`src/rtl/hilo_unit.sv`:
```
`default_nettype none
// ============================================================================
// Module      : hilo_unit
// Description : HI/LO register file and sequencer for an external shift-add
//               multiplier. Accepts MULT/MADDU from EX. For each multiply it
//               clears the multiplier, then holds the operands and the
//               function code for the full iteration window. It then
//               captures the 64-bit product into HI/LO: MULT overwrites and
//               MADDU accumulates. It also serves MFHI/MFLO/MTHI/MTLO, and
//               stalls the front of the pipeline while a multiply is in
//               flight.
//
// Ports
//   clk          system clock, rising edge
//   reset        synchronous, active-high reset
//   op_valid     EX presents a HI/LO-class instruction this cycle
//   funct        instruction funct field
//   rs_data      operand A; also the MTHI/MTLO source
//   rt_data      operand B
//   mf_data      MFHI/MFLO read data (combinational)
//   stall        freeze IF/ID/EX this cycle (combinational)
//   busy         multiply in flight (registered)
//   mul_reset    reset to the multiplier
//   mul_signal   function code to the multiplier (zero outside RUN)
//   mul_dataA    multiplicand
//   mul_dataB    multiplier operand
//   mul_product  multiplier result
//   hi, lo       HI and LO registers
//
// Revision    : 1.0 - initial release
// ============================================================================
module hilo_unit #(
    parameter int         MUL_ITER = 33,
    parameter logic [5:0] F_MULT   = 6'b011001,
    parameter logic [5:0] F_MADDU  = 6'b000001,
    parameter logic [5:0] F_MFHI   = 6'b010000,
    parameter logic [5:0] F_MTHI   = 6'b010001,
    parameter logic [5:0] F_MFLO   = 6'b010010,
    parameter logic [5:0] F_MTLO   = 6'b010011
) (
    input  logic        clk,
    input  logic        reset,
    input  logic        op_valid,
    input  logic [5:0]  funct,
    input  logic [31:0] rs_data,
    input  logic [31:0] rt_data,
    output logic [31:0] mf_data,
    output logic        stall,
    output logic        busy,
    output logic        mul_reset,
    output logic [5:0]  mul_signal,
    output logic [31:0] mul_dataA,
    output logic [31:0] mul_dataB,
    input  logic [63:0] mul_product,
    output logic [31:0] hi,
    output logic [31:0] lo
);

    localparam int            c_CNT_W    = $clog2(MUL_ITER);
    localparam logic [c_CNT_W-1:0] c_CNT_LAST = c_CNT_W'(MUL_ITER - 1);

    typedef enum logic [1:0] {
        S_IDLE = 2'd0,
        S_CLR  = 2'd1,
        S_RUN  = 2'd2,
        S_CAP  = 2'd3
    } state_t;

    state_t             r_state;
    state_t             w_next;
    logic [c_CNT_W-1:0] r_cnt;
    logic [5:0]         r_op_latch;
    logic [31:0]        r_op_a;
    logic [31:0]        r_op_b;

    logic               w_is_mul;
    logic               w_is_hilo;
    logic [63:0]        w_acc_sum;

    // Funct decode
    always_comb begin
        w_is_mul  = (funct == F_MULT) || (funct == F_MADDU);
        w_is_hilo = w_is_mul ||
                    (funct == F_MFHI) || (funct == F_MFLO) ||
                    (funct == F_MTHI) || (funct == F_MTLO);
    end

    // MADDU accumulation wraps at 64 bits; the carry out is dropped.
    assign w_acc_sum = {hi, lo} + mul_product;

    // Next-state logic
    always_comb begin
        w_next = r_state;
        case (r_state)
            S_IDLE: if (op_valid && w_is_mul) w_next = S_CLR;
            S_CLR:  w_next = S_RUN;
            S_RUN:  if (r_cnt == c_CNT_LAST) w_next = S_CAP;
            S_CAP:  w_next = S_IDLE;
            default: w_next = S_IDLE;
        endcase
    end

    // State, operand latches and HI/LO
    always_ff @(posedge clk) begin
        if (reset) begin
            r_state    <= S_IDLE;
            r_cnt      <= '0;
            r_op_latch <= '0;
            r_op_a     <= '0;
            r_op_b     <= '0;
            busy       <= 1'b0;
            hi         <= '0;
            lo         <= '0;
        end else begin
            r_state <= w_next;
            case (r_state)
                S_IDLE: begin
                    if (op_valid) begin
                        if (w_is_mul) begin
                            r_op_latch <= funct;
                            r_op_a     <= rs_data;
                            r_op_b     <= rt_data;
                            busy       <= 1'b1;
                        end else if (funct == F_MTHI) begin
                            hi <= rs_data;
                        end else if (funct == F_MTLO) begin
                            lo <= rs_data;
                        end
                    end
                end
                S_CLR: begin
                    r_cnt <= '0;
                end
                S_RUN: begin
                    if (r_cnt != c_CNT_LAST) r_cnt <= r_cnt + 1'b1;
                end
                S_CAP: begin
                    // op_latch only ever holds MULT or MADDU here.
                    if (r_op_latch == F_MADDU) begin
                        {hi, lo} <= w_acc_sum;
                    end else begin
                        {hi, lo} <= mul_product;
                    end
                    busy <= 1'b0;
                end
                default: ;
            endcase
        end
    end

    // Combinational outputs
    always_comb begin
        stall      = op_valid && w_is_hilo && (busy || (r_state != S_IDLE));
        mul_reset  = reset || (r_state == S_CLR);
        mul_signal = (r_state == S_RUN) ? r_op_latch : 6'd0;
        mul_dataA  = r_op_a;
        mul_dataB  = r_op_b;
        if (funct == F_MFHI) begin
            mf_data = hi;
        end else if (funct == F_MFLO) begin
            mf_data = lo;
        end else begin
            mf_data = 32'd0;
        end
    end

endmodule
`default_nettype wire

```
`config.mk`:
```
export PLATFORM = sky130hd
export DESIGN_NAME = hilo_unit
export DESIGN_NICKNAME = d
export VERILOG_FILES = /design/src/rtl/hilo_unit.sv
export SDC_FILE = /design/constraint.sdc
export NUM_CORES = 1
export LEC_CHECK = 0
export CAP_MARGIN = 5
export CORE_ASPECT_RATIO = 1.1
export CORE_MARGIN = 2
export CORE_UTILIZATION = 49
export DETAILED_ROUTE_END_ITERATION = 16
export HOLD_SLACK_MARGIN = 0.08
export PLACE_DENSITY_LB_ADDON = 0.15
export SLEW_MARGIN = 20
export SYNTH_ARGS = -nofsm -noshare
export SYNTH_HDL_FRONTEND = slang
export SYNTH_SLANG_ARGS = --single-unit
```
`constraint.sdc`:
```
create_clock -name clk -period 4.9 [get_ports clk]
set_clock_uncertainty 0.15 [all_clocks]
set_input_delay 1.225 -clock clk [delete_from_list [all_inputs] [get_ports clk]]
set_output_delay 1.225 -clock clk [all_outputs]
set_load 0.01 [all_outputs]
```
* Word level (Yosys, flattened, before mapping)
Index checks and enable logic that the tools add are counted.
** Operators by class
- $add $sub $neg :: 2
- Eq/ne operators :: 21
- Mux-type cells :: 22
- Reductions and logical operators :: 20
** Operators by type and width (count)
- 32-bit 2-to-1 mux :: 11
- 32-bit case mux with 2 select lines :: 2
- 64-bit adder :: 1
- 6-bit by 5-bit equality test with 1-bit output, second input constant :: 5
- 2-bit inequality test, second input constant :: 9
- 6-bit by 1-bit equality test with 1-bit output, second input constant :: 2
- 6-bit 2-to-1 mux :: 2
- 6-bit case mux with 2 select lines :: 1
- 2-bit case mux with 4 select lines :: 1
- 1-bit logical OR :: 7
- 6-bit by 1-bit adder with 6-bit output, second input constant :: 1
- 6-bit equality test, second input constant :: 1
- 6-bit inequality test, second input constant :: 1
- 3-bit AND reduction :: 2
- 2-bit nonzero test :: 3
- 5-bit AND reduction :: 1
- 2-bit equality test, second input constant :: 2
- 2-bit 2-to-1 mux :: 2
- 2-bit AND reduction :: 2
- 4-bit AND reduction :: 1
- 1-bit logical AND :: 3
- 2-bit by 1-bit equality test with 1-bit output, second input constant :: 1
- 2-bit zero test :: 1
- 1-bit 2-to-1 mux :: 2
- 1-bit case mux with 2 select lines :: 1
** Storage, ports and cells
- Register bits :: 143
- Input port bits :: 137
- Output and inout bits :: 169

* Logic depth before layout (Yosys ltp)
- Depth in word-level cells :: 8
- Gate-level depth with buffers :: 12
- Depth with buffers taken out :: 12

* Worst setup path before layout
Ideal clock, no wire load.
- Path kind :: input -> register
- Start point :: in mul_product[0]
- End point :: reg hi[26]
- Arrival :: 3684 ps
- Data required time :: 4636 ps
- Slack :: 952 ps
- Stages :: 12
- Cells stage by stage :: ha_1 -> fa_1 -> a211oi_1 -> o211ai_1 -> nand2_1 -> o22ai_2 -> o21ai_1 -> o21ai_2 -> a21oi_1 -> xnor2_1 -> mux2i_1 -> a2111oi_0
** Between the ends
- Longest elaborated chain between the ends :: 3
** Ends and longest elaborated chain
- start: declaration :: line 54 : input logic [63:0] mul_product,
- 64-bit adder :: line 89 : assign w_acc_sum = {hi, lo} + mul_product;
- 32-bit 2-to-1 mux :: line 139 : if (r_op_latch == F_MADDU) begin
- 32-bit case mux with 2 select lines :: line 116 : case (r_state)
- end signal: assignment :: line 125 : hi <= rs_data;
- end signal: assignment :: line 140 : {hi, lo} <= w_acc_sum;
- end signal: assignment :: line 142 : {hi, lo} <= mul_product;
- end: declaration :: line 55 : output logic [31:0] hi,
Every way passes these cells.
A chain may end at the register's enable or synchronous reset.

* Final worst setup path
- Start point :: in funct[5]
- End point :: out mf_data[30]
** Between the ends
- Longest elaborated chain between the ends :: 3
- Elaborated cells between the ends (all ways) :: 4
- Classes of those cells :: eq/ne (2); mux (2)
** Ends and longest elaborated chain
- start: declaration :: line 44 : input logic [5:0] funct,
- 6-bit by 5-bit equality test with 1-bit output :: line 160 : end else if (funct == F_MFLO) begin
- 32-bit 2-to-1 mux :: line 160
- 32-bit 2-to-1 mux (*) :: line 158 : if (funct == F_MFHI) begin
- end: declaration :: line 47 : output logic [31:0] mf_data,
Every way passes the cells marked *; elsewhere a longest branch is shown, timed or not.

==> impl_metrics.yaml <==
min_path:
  holdCritPathClass: "flop to flop"
synth:
  synth_ff_type: "dfxtp_1"
  ys_types: 75
  ys_seq_elements: 143
  synth-edff-count: 0
  postSynthAreaPerCell_sq_um: 7.32
  ys.warnings.count: 0
  synthesis.nets: 1655
  synthCells: 1448
  seq_area_frac_synth_pct: 27.0
  synthArstFlopShare_pct: 0
  syn_area_sq_mm: 0.0106
cts:
  cts_buffer_depth: 2
  path_clk_slew_ps: 70
  numCtsBuffers: 17
  post_cts_buffers: 0
  clock_latency_ps: 440
  cts-root-buf: "clkbuf_16"
  cts_num_sinks: 143
  htree_levels: 4
  tritoncts: "done"
placement:
  portBuffers: 305
  routabilityCongestion: 1.05
  hpwl_um: 35400
sta:
  worst_pin_slew_ps: 1060
  max_freq_ghz: 0.211
  slew_headroom_pct: 29.3
  finalMaxSlewViolations: 0
  min_period_ps: 4740
  final-setup-viol-count: 0
  finalCritPeriodShare_pct: 96.8
  tns_ps: 0
  hold_viol: 0
  rsz0062_at_grt: "no"
final_layout:
  fin_nets: 1903
  final-seq-area_sq_mm: 0.00286
  nFillCells: 1892
  syn2layout_area_growth_pct: 36.4
  drive_gt1_share_pct: 5.91
  multi_input_area_sq_mm: 0.00727
die:
  die_h_um: 158
  dieArea_sq_mm: 0.0228
  die_w_um: 144
  core_sq_mm: 0.0213
  num_rows: 56
  io_pins: 306
  start_util_pct: 49.7
critical_path:
  crit_fanout: 11
  endpoint_kind: "output port"
  start_kind: "input port"
  worstPathRequired_ps: 3520
  arrival_ps: 3370
  critPathKind: "input port to output port"
global_route:
  grt_pass1_vias: 11500
  track_usage_pct: 39.3
  grt_max_degree: 88
  antenna_found_initial: 3
  grt_overflow: 0
  grt_first_pass_wirelength_um: 67200
outcome:
  status: "complete, no violations"
run:
  maxCapViolCount: 0
power_and_ir_drop:
  leakagePower_nw: 5.51
  power_w: 0.00302
  peakVddDrop_v: 0.000253
  power_density_mw_per_mm2: 209
routing:
  drc: 0
  vias: 12500
  drtAntennaViolNets: 0
  vias_per_cell: 6.24
  drt_iter0_drc: 1136
  wl_um: 46400
  routedWlPerCell_um: 23.2
  dr.pass1.iters: 6
## synth_stat cells (all sizes together) (8+ instances only)
cell | instances | area (sq um)
nand4 | 28 | 181
inv | 21 | 78.8
nand2b | 8 | 50.1
a31oi | 17 | 113
nor2 | 110 | 413
o21ai | 67 | 350
xor2 | 23 | 201
a211oi | 12 | 90.1
and2 | 10 | 62.6
dfxtp | 143 | 2860
nand3 | 26 | 130
buf | 22 | 104
and3 | 13 | 81.3
o21bai | 21 | 161
nor3 | 28 | 140
o211ai | 41 | 318
clkbuf | 81 | 305
o21a | 10 | 76.3
a311oi | 9 | 78.8
nand2 | 277 | 1040
xnor2 | 30 | 263
or3 | 14 | 87.6
a2111oi | 10 | 108
a22o | 32 | 280
a21oi | 194 | 990
nor2b | 9 | 56.3
ha | 69 | 863
a21o | 39 | 293
mux2i | 12 | 120
## where the power goes
group	internal (W)	switching (W)	total, W	leakage, nW
registers	0.00118	0.0000160	0.00119	1.15
clock network	0.000685	0.000637	0.00132	0.280
logic	0.000220	0.000290	0.000510	4.07
## cell type report
class / count / area share, %
Inverter: 22 / 0.572
Antenna cell: 2 / 0.0346
Multi-Input combinational cell: 1180 / 50.3
Clock buffer: 17 / 2.94
Clock inverter: 15 / 1.14
Timing Repair Buffer: 332 / 22.7
Tap cell: 290 / 2.51
Sequential cell: 143 / 19.8
## timing repair
item                       CTS  global route
setup endpoints to repair    0            17
hold buffers                 0             0
resized for setup            0             2
## flip-flops by register name, indices dropped and copies added (netlist names)
signal	cells
busy	1
hi	32
lo	32
mul_dataA	32
mul_dataB	32
r_cnt	6
r_op_latch	6
r_state	2
## worst max-delay path: stages
cell and delay, ps:
clkdlybuf4s50_1 400, nor2_1 180, nand3b_1 200, nor3b_2 330, buf_4 290, a22o_1 190
clkdlybuf4s50_1 540
## routing by layer
| layer | vias up | part of all wire [%] | GRT usage, % | wire (um) |
|---|---|---|---|---|
| met5 | - | 0.028 | 0 | 13 |
| met4 | 2 | 7.8 | 27.6 | 3620 |
| met3 | 197 | 10 | 8.11 | 4680 |
| met2 | 747 | 43 | 60.0 | 20200 |
| met1 | 5790 | 39 | 49.3 | 17900 |
| li1 | 5756 | - | - | - |
## path summary, 6_finish.rpt
path                       from             to  slack [ps]  cells after the start
setup / recovery       funct[5]    mf_data[30]         160                      7
hold / removal    mul_dataB[10]  mul_dataB[10]         300                      2
setup reg to reg          lo[0]         hi[22]        1250                     12
hold reg to reg   mul_dataB[10]  mul_dataB[10]         300                      2
## cells in the final DEF (no fill, tap or decap), types with 23 or more instances in the layout
cell and count:
clkdlybuf4s50_1 304, nand2_1 277, o211ai_1 39, xnor2_1 30, nand4_1 27, a21oi_1 188
buf_4 25, dfxtp_1 143, o21ai_0 59, nor3_1 27, a22o_1 32, ha_1 68
xor2_1 23, nand3_1 26, nor2_1 109, a21o_1 39
## kinds of logic (layout without fill, tap and decap cells)
family / after synthesis / count (layout) / share of synthesized area [%]
and+or+nand+nor: 541 / 541 / 22.6
AOI/OAI and AO/OA: 501 / 501 / 31.6
DFF: 143 / 143 / 27.0
buffers and inverters: 125 / 386 / 4.64
adders and majority gates: 70 / 70 / 8.34
xor gates and xnor gates: 53 / 53 / 4.38
muxes: 15 / 15 / 1.45
other: 0 / 2 / 0
## through the flow
step                      area, sq um  utilization, %  std cells  hold WS (ps)  setup slack (ps)
after floorplan                 10600               -       1448           294               952
after global placement          13800            65.0       1967           291               149
after detailed placement        13800            65.0       1967           296              52.6
after CTS                       14400            67.8       1999           306               128
after global routing            14400            67.8       1999           326              16.8
final                           14400            67.8       2001           304               157
(Power assumes the default switching activity.)
